`src/rtl/axi_node_pkg.sv`:
```
// Shared types and helpers for the AXI node write-data path.
package axi_node_pkg;

  // States of the W-channel router: normal routing, sinking an errored burst,
  // and signalling completion of the sink back to the AW decoder.
  typedef enum logic [1:0] {
    IDLE = 2'd0,
    SINK = 2'd1,
    DONE = 2'd2
  } wdata_state_e;

  // Ceiling log2, usable in parameter/localparam expressions.
  function automatic int clog2(input int value);
    int result;
    result = 0;
    for (int i = 0; i < 31; i++) begin
      if ((32'sd1 <<< i) < value) begin
        result = i + 1;
      end else begin
        result = result;
      end
    end
    return result;
  endfunction

endpackage

```
`src/rtl/axi_dest_fifo.sv`:
```
// Generic synchronous FIFO used to queue one-hot W destinations.
// Head data is presented combinationally (show-ahead); push while full and
// pop while empty are ignored.
module axi_dest_fifo
  import axi_node_pkg::*;
#(
  parameter int WIDTH = 8,
  parameter int DEPTH = 4
) (
  input  logic             clk,
  input  logic             rst,
  input  logic             push,
  input  logic [WIDTH-1:0] push_data,
  input  logic             pop,
  output logic [WIDTH-1:0] pop_data,
  output logic             full,
  output logic             empty
);

  localparam int PTR_W = clog2(DEPTH);
  localparam int CNT_W = clog2(DEPTH + 1);
  localparam logic [CNT_W-1:0] FULL_CNT = CNT_W'(DEPTH);
  localparam logic [CNT_W-1:0] ONE_CNT  = CNT_W'(1);
  localparam logic [PTR_W-1:0] ONE_PTR  = PTR_W'(1);

  logic [WIDTH-1:0] mem_r [DEPTH];
  logic [PTR_W-1:0] wr_ptr_r;
  logic [PTR_W-1:0] rd_ptr_r;
  logic [CNT_W-1:0] count_r;
  logic             push_s;
  logic             pop_s;
  logic             full_s;
  logic             empty_s;

  assign full_s   = (count_r == FULL_CNT);
  assign empty_s  = (count_r == {CNT_W{1'b0}});
  assign push_s   = push & ~full_s;
  assign pop_s    = pop & ~empty_s;
  assign full     = full_s;
  assign empty    = empty_s;
  assign pop_data = mem_r[rd_ptr_r];

  // Storage: clear on reset, write the tail entry on an accepted push.
  always_ff @(posedge clk) begin
    if (rst) begin
      for (int i = 0; i < DEPTH; i++) begin
        mem_r[i] <= {WIDTH{1'b0}};
      end
    end else if (push_s) begin
      mem_r[wr_ptr_r] <= push_data;
    end else begin
      mem_r[wr_ptr_r] <= mem_r[wr_ptr_r];
    end
  end

  // Pointers and occupancy; power-of-two depth lets the pointers wrap naturally.
  always_ff @(posedge clk) begin
    if (rst) begin
      wr_ptr_r <= {PTR_W{1'b0}};
      rd_ptr_r <= {PTR_W{1'b0}};
      count_r  <= {CNT_W{1'b0}};
    end else begin
      if (push_s) begin
        wr_ptr_r <= wr_ptr_r + ONE_PTR;
      end else begin
        wr_ptr_r <= wr_ptr_r;
      end
      if (pop_s) begin
        rd_ptr_r <= rd_ptr_r + ONE_PTR;
      end else begin
        rd_ptr_r <= rd_ptr_r;
      end
      case ({push_s, pop_s})
        2'b10:   count_r <= count_r + ONE_CNT;
        2'b01:   count_r <= count_r - ONE_CNT;
        default: count_r <= count_r;
      endcase
    end
  end

endmodule

```
`src/rtl/axi_wdata_dest_router.sv`:
```
// W-channel router: queues destinations from the AW decoder, steers W beats
// to the head destination until WLAST, and sinks the W burst of an unmapped AW.
module axi_wdata_dest_router
  import axi_node_pkg::*;
#(
  parameter int N_INIT_PORT = 8,
  parameter int DATA_WIDTH  = 32,
  parameter int USER_WIDTH  = 6,
  parameter int FIFO_DEPTH  = 4
) (
  input  logic                    clk,
  input  logic                    rst,
  input  logic                    push_DEST_i,
  input  logic [N_INIT_PORT-1:0]  DEST_i,
  output logic                    grant_FIFO_DEST_o,
  input  logic                    handle_error_i,
  output logic                    wdata_error_completed_o,
  input  logic [DATA_WIDTH-1:0]   wdata_i,
  input  logic [DATA_WIDTH/8-1:0] wstrb_i,
  input  logic [USER_WIDTH-1:0]   wuser_i,
  input  logic                    wlast_i,
  input  logic                    wvalid_i,
  output logic                    wready_o,
  output logic [DATA_WIDTH-1:0]   wdata_o,
  output logic [DATA_WIDTH/8-1:0] wstrb_o,
  output logic [USER_WIDTH-1:0]   wuser_o,
  output logic                    wlast_o,
  output logic [N_INIT_PORT-1:0]  wvalid_o,
  input  logic [N_INIT_PORT-1:0]  wready_i
);

  wdata_state_e           state_r;
  wdata_state_e           state_next_s;
  logic                   fifo_push_s;
  logic                   fifo_pop_s;
  logic                   fifo_full_s;
  logic                   fifo_empty_s;
  logic [N_INIT_PORT-1:0] head_dest_s;

  // A zero destination carries no port, so it is never queued.
  assign fifo_push_s       = push_DEST_i & ~fifo_full_s & (DEST_i != {N_INIT_PORT{1'b0}});
  assign grant_FIFO_DEST_o = ~fifo_full_s;

  // Payload is broadcast; only the per-port valid selects the receiver.
  assign wdata_o = wdata_i;
  assign wstrb_o = wstrb_i;
  assign wuser_o = wuser_i;
  assign wlast_o = wlast_i;

  axi_dest_fifo #(
    .WIDTH (N_INIT_PORT),
    .DEPTH (FIFO_DEPTH)
  ) u_dest_fifo (
    .clk       (clk),
    .rst       (rst),
    .push      (fifo_push_s),
    .push_data (DEST_i),
    .pop       (fifo_pop_s),
    .pop_data  (head_dest_s),
    .full      (fifo_full_s),
    .empty     (fifo_empty_s)
  );

  // State register for the routing/sink FSM.
  always_ff @(posedge clk) begin
    if (rst) begin
      state_r <= IDLE;
    end else begin
      state_r <= state_next_s;
    end
  end

  // Next-state and handshake steering; a queued destination always takes
  // precedence over an error request so earlier bursts finish first.
  always_comb begin
    state_next_s            = state_r;
    wvalid_o                = {N_INIT_PORT{1'b0}};
    wready_o                = 1'b0;
    wdata_error_completed_o = 1'b0;
    fifo_pop_s              = 1'b0;
    case (state_r)
      IDLE: begin
        if (!fifo_empty_s) begin
          wvalid_o     = {N_INIT_PORT{wvalid_i}} & head_dest_s;
          wready_o     = |(wready_i & head_dest_s);
          fifo_pop_s   = wvalid_i & wready_o & wlast_i;
          state_next_s = IDLE;
        end else if (handle_error_i) begin
          state_next_s = SINK;
        end else begin
          state_next_s = IDLE;
        end
      end
      SINK: begin
        wready_o = 1'b1;
        if (wvalid_i && wlast_i) begin
          state_next_s = DONE;
        end else begin
          state_next_s = SINK;
        end
      end
      DONE: begin
        wdata_error_completed_o = 1'b1;
        if (!handle_error_i) begin
          state_next_s = IDLE;
        end else begin
          state_next_s = DONE;
        end
      end
      default: begin
        state_next_s = IDLE;
      end
    endcase
  end

endmodule

```
`config.mk`:
```
export PLATFORM = sky130hd
export DESIGN_NAME = axi_wdata_dest_router
export DESIGN_NICKNAME = d
export VERILOG_FILES = /design/src/rtl/axi_node_pkg.sv /design/src/rtl/axi_dest_fifo.sv /design/src/rtl/axi_wdata_dest_router.sv
export SDC_FILE = /design/constraint.sdc
export NUM_CORES = 1
export LEC_CHECK = 0
export CAP_MARGIN = 20
export CORE_AREA = 4 4 83 85
export DETAILED_ROUTE_END_ITERATION = 10
export DIE_AREA = 0 0 87 89
export PLACE_DENSITY = 0.78
export SETUP_SLACK_MARGIN = 0.5
export SLEW_MARGIN = 20
export SYNTH_ARGS = -nofsm -noshare
export SYNTH_HDL_FRONTEND = slang
export SYNTH_SLANG_ARGS = --single-unit
```
`constraint.sdc`:
```
create_clock -name clk -period 8.15 [get_ports clk]
set_input_delay 0.815 -clock clk [delete_from_list [all_inputs] [get_ports clk]]
set_output_delay 0.815 -clock clk [all_outputs]
set_load 0.05 [all_outputs]
```
==> Word level (Yosys, flattened, before mapping) <==
Memory sizes are Yosys's and may differ from the RTL's. A register that Yosys moved wholly into a read port is not among the register bits.
Cells that the tools add are included.
{ "word_totals": {"out_inout_bits": 54, "regBits": 9, "wordCells": 61, "mem_count": 1, "ram_bits": 32} }
{ "op_classes": {"n_addsub": 4, "bitwise_logic": 11, "eq_ne": 6, "muxes": 27, "reduce_logical": 8} }
{ "mem_list": {"columns": ["name", "words", "word_bits", "read_ports", "rd_ports_with_merged_regs", "wr", "line", "rtl"], "rows": [
  ["u_dest_fifo.mem_r", 4, 8, 1, 1, 4, "axi_dest_fifo.sv:26", "logic [WIDTH-1:0] mem_r [DEPTH];"]
]} }
{ "op_table": {"columns": ["op", "n"], "rows": [
  ["two-way mux 8 bit", 4],
  ["bitwise AND 8 bit", 2],
  ["OR reduction 8 bit", 2],
  ["two-way mux 1 bit", 15],
  ["two-way mux 2 bit", 5],
  ["nonzero test 8 bit", 1],
  ["bitwise AND 1 bit", 6],
  ["case mux 2 bit (3 select lines)", 1],
  ["case mux 3 bit (2 select lines)", 1],
  ["adder 2 x 1 -> 2 bit (second input constant)", 2],
  ["equality test 2 x 1 -> 1 bit (second input constant)", 2],
  ["equality test 2 bit (second input constant)", 2],
  ["adder 3 x 1 -> 3 bit (second input constant)", 1],
  ["equality test 3 bit (second input constant)", 1],
  ["zero test 3 bit", 1],
  ["subtractor 3 x 1 -> 3 bit (second input constant)", 1],
  ["zero test 2 bit", 1],
  ["inverter 1 bit", 2],
  ["case mux 1 bit (2 select lines)", 1],
  ["AND reduction 2 bit", 1],
  ["nonzero test 2 bit", 1],
  ["logical AND 1 bit", 1],
  ["inequality test 0 bit", 1],
  ["bitwise OR 1 bit", 1]
]} }

==> Depth between registers and ports, before layout <==
{ "depth": {"ltp_word": 12, "mapped_depth": 11} }

==> Hierarchy <==
Synthesis repeated with hierarchy kept, for this count alone.
{ "hier_totals": {"cells_unflattened": 208, "hier_area_um2": 2453.6} }
{ "modules_own_cells": {"columns": ["module", "area_per_inst_um2", "instances", "cells_each"], "rows": [
  ["axi_dest_fifo", 1885.6, 1, 131],
  ["axi_wdata_dest_router", 568.0, 1, 77]
]} }

==> Least setup slack after synthesis <==
OpenSTA, ideal clock, no wires.
{ "synth_path": {"kind": "input to output", "from": "input port wready_i[2]", "to": "output port wready_o", "n_path_buf": 0, "arrival_ns": 2.179, "t_required_ns": 7.335, "slack_ns": 5.156, "cell_stages": 4, "path_cell_list": "nor3b_1 > a2111oi_4 > a21o_2 > a21oi_1"} }
{ "synth_between": {"elab_chain_len": 4} }
{ "synth_lines": {"columns": ["element", "line", "rtl"], "rows": [
  ["from (decl)", "axi_wdata_dest_router.sv:29", "input logic [N_INIT_PORT-1:0] wready_i"],
  ["bitwise AND 8 bit", "axi_wdata_dest_router.sv:85", "wready_o = |(wready_i & head_dest_s);"],
  ["OR reduction 8 bit", "axi_wdata_dest_router.sv:85", null],
  ["two-way mux 1 bit", "axi_wdata_dest_router.sv:83", "if (!fifo_empty_s) begin"],
  ["case mux 1 bit (2 select lines)", "axi_wdata_dest_router.sv:81", "case (state_r)"],
  ["to (decl)", "axi_wdata_dest_router.sv:23", "output logic wready_o,"]
]} }
Every way passes these cells.

==> impl_metrics.csv <==
group,metric,value,unit
finish,drive_gt1_frac,0.0896,
pwr,p_leak,0.969,nW
synthesis,ys.flop_type,"edfxtp_1",
place,place.gp.congestion,0.777,
critical_path,cpMaxStageDelayCell,"clkdlybuf4s50_1",
sta,slew_headroom,0.288,
floorplanning,dieArea,7740,sq um
pwr,power_density,198,nW/um^2
clocking,cts_tree,"done",
status,status,"completed",
route,routed_via_density,5.13,
route,dr.pass1.iters,4,
place,hpwl,3650,microns
clocking,clk_latency,0.29,ns
route,num_vias,1425,
synthesis,ys_ff_latch,43,
synthesis,syn_area,2420,sq um
sta,period_share,0.489,
critical_path,worst_setup_path_end_kind,"output port",
sta,worst_pin_slew,1.06,ns
hold_path,hold_class,"register to register",
synthesis,synthArstFlopShare,0,
clocking,cts-resized-gates,0,
critical_path,path_delay_family,"compound AO/OA/AOI/OAI gates",
synthesis,ys_top_cells_by_area,"edfxtp_1, buf_4, dfxtp_1",
route,drt_first_iter_violations,94,
route,ant_nets,0,
sta,min_period,3.99,ns
route,wire_per_inst,17.3,microns
sta,finalHoldViolations,0,
clocking,cts_made_buffers,5,
floorplanning,num_io_pins,118,
finish,antenna_cells,0,
critical_path,critPathMaxStageDelay,0.70,ns
sta,timing.fmax,251,MHz
route,routed_wl,4810,microns
run,drv_cap,0,
global_routing,grt_pass1_wl,7430,microns
sta,drv_slew,0,
clocking,holdBufCountCts,0,
global_routing,grt_pass1_vias,1525,
clocking,clock_sinks,43,
synthesis,avgSynthCellArea,11.7,sq um
floorplanning,num_rows,29,
global_routing,grt_max_degree,20,
global_routing,grt_util_all_layers,0.128,
finish,design_area,2600,sq um
finish,nets,266,
floorplanning,start_util,0.391,
critical_path,crit_type,"register to output port",
floorplanning,fp.coreArea,6200,sq um
synthesis,synth.largest_area_cell,"edfxtp_1",
sta,setup-violations-final,0,
floorplanning,die_width,87,microns
critical_path,arrival,3.17,ns
clocking,cts.clk_slew.worst_paths,0.07,ns
pwr,peakVddDrop,0.0673,mV
clocking,htreeDepth,2,
synthesis,yosysWarnings,0,
critical_path,critical_path_buf_inv_count,1,
pwr,p_total,516,uW
clocking,root_buffer,"clkbuf_8",
critical_path,cp_max_fo,11,
synthesis,yosysSeqAreaShare,0.487,
critical_path,required,7.34,ns
synthesis,synth-edff-count,32,
global_routing,grt_antenna_before_repair,0,
route,drcViolationCount,0,
place,port_buffers,33,
finish,stdcell_count,278,
finish,fill_cells,551,
critical_path,setup.worst_path.start_class,"register",
sta,hold-worst-slack,0.510,ns
global_routing,grt-ovfl-total,0,
synthesis,synth_top_area_frac,0.396,
synthesis,syn-num-nets,273,
finish,syn2layout_area_growth,7.28,%
floorplanning,die_y,89,microns
sta,fin_tns_setup,0,ns
clocking,post_cts_buffers,0,
place,place_area,2510,sq um
sta,fin_worst_skew,0.00324,ns
sta,rsz0062_at_grt,"false",
critical_path,path_cells,"mux4_1 > a22o_1 > a2111oi_4 > a21o_2 > a21oi_1 > clkdlybuf4s50_1",
synthesis,synth_cell_types,42,
synthesis,synthCells,207,
place,placed_cells,270,
clocking,cts_buffer_depth,2,
power breakdown:
group          switching [mW]  internal [mW]
sequential             0.0100          0.254
combinational          0.0678         0.0500
clock                  0.0659         0.0683
sequential cells by signal (all words and copies together) (netlist names), named ones only:
name                  cells
u_dest_fifo.mem_r        32
u_dest_fifo.wr_ptr_r      2
u_dest_fifo.count_r       3
state_r                   2
u_dest_fifo.rd_ptr_r      2
cells in the mapped netlist (2+ instances only):
library cell and count:
mux4_2 2, xor2_1 2, clkbuf_1 3, nor3_1 5
a21oi_1 5, edfxtp_1 32, or4_1 2, inv_1 6
nor2b_1 3, or2_2 2, nand2_1 5, nor2_1 13
dfxtp_1 11, mux2_1 3, buf_4 43, a22o_1 2
xnor2_1 2, mux2i_1 2, mux4_1 5, and2_1 29
and3_1 8, nor4_1 2
path summary, 6_finish.rpt:
path	endpoint	cells past startpoint	from	slack [ns]
hold reg to reg	u_dest_fifo.count_r[2]$_SDFFE_PP0P_	2	u_dest_fifo.count_r[2]$_SDFFE_PP0P_	0.51
hold / removal	u_dest_fifo.count_r[2]$_SDFFE_PP0P_	2	u_dest_fifo.count_r[2]$_SDFFE_PP0P_	0.51
setup reg to reg	u_dest_fifo.count_r[2]$_SDFFE_PP0P_	10	register	4.98
setup / recovery	wready_o	6	register	4.16
stage by stage:
stage / util / worst slack (ns)
floorplan: - / 5.16
global route: 0.419 / 3.99
global placement: 0.405 / 4.45
finish: 0.419 / 4.16
CTS: 0.419 / 4.13
detailed placement: 0.405 / 4.45
layer usage:
| layer | share of wire | global-route usage | up-vias | routed length [microns] |
|---|---|---|---|---|
| li1 | - | - | 675 | - |
| met1 | 0.38 | 0.146 | 649 | 1840 |
| met2 | 0.45 | 0.199 | 67 | 2160 |
| met3 | 0.096 | 0.0424 | 34 | 461 |
| met4 | 0.073 | 0.0992 | 0 | 349 |
| met5 | 0 | 0 | - | 0 |
logic make-up after synthesis:
logic type                 after synthesis  share of synthesized area
adders and majority gates                2                     0.0134
buffers and inverters                   54                      0.153
and+or+nand+nor                         76                      0.178
xor gates and xnor gates                 4                     0.0145
DFF                                     43                      0.487
AOI/OAI and AO/OA                       16                     0.0588
muxes                                   12                     0.0949
cell type report:
| type | instances | area, sq um | area share |
|---|---|---|---|
| clock inverter | 1 | 5.00 | 0.00192 |
| tap | 77 | 96.3 | 0.0370 |
| clock buffer | 7 | 86.3 | 0.0332 |
| multi-input combinational | 110 | 872 | 0.335 |
| timing repair buffer | 34 | 338 | 0.130 |
| inverter | 6 | 22.5 | 0.00866 |
| sequential | 43 | 1180 | 0.454 |
worst reg2reg max path, cell delays in order (launching register included):
cell       delay [ns]
dfxtp_1          0.62
mux4_1           0.64
a22o_1           0.27
a2111oi_4        0.41
a21oi_2          0.14
ha_1             0.24
inv_1            0.08
fa_1             0.18
xor2_1           0.07
or3_1            0.30
a21oi_1          0.14
cell usage in the layout (no fill, tap or decap), types with 2 or more instances in the layout:
cell,instances
and2_1,29
xor2_1,2
mux4_1,5
inv_1,6
mux2_1,3
or2_2,2
edfxtp_1,32
xnor2_1,2
nor2_1,13
a22o_1,2
dfxtp_1,11
clkbuf_8,6
nor4_1,2
mux4_2,2
clkdlybuf4s50_1,33
nor3_1,5
nor2b_1,3
nand2_1,5
and3_1,8
or4_1,2
a21oi_1,5
mux2i_1,2
Power figures use the tool's default switching activity.
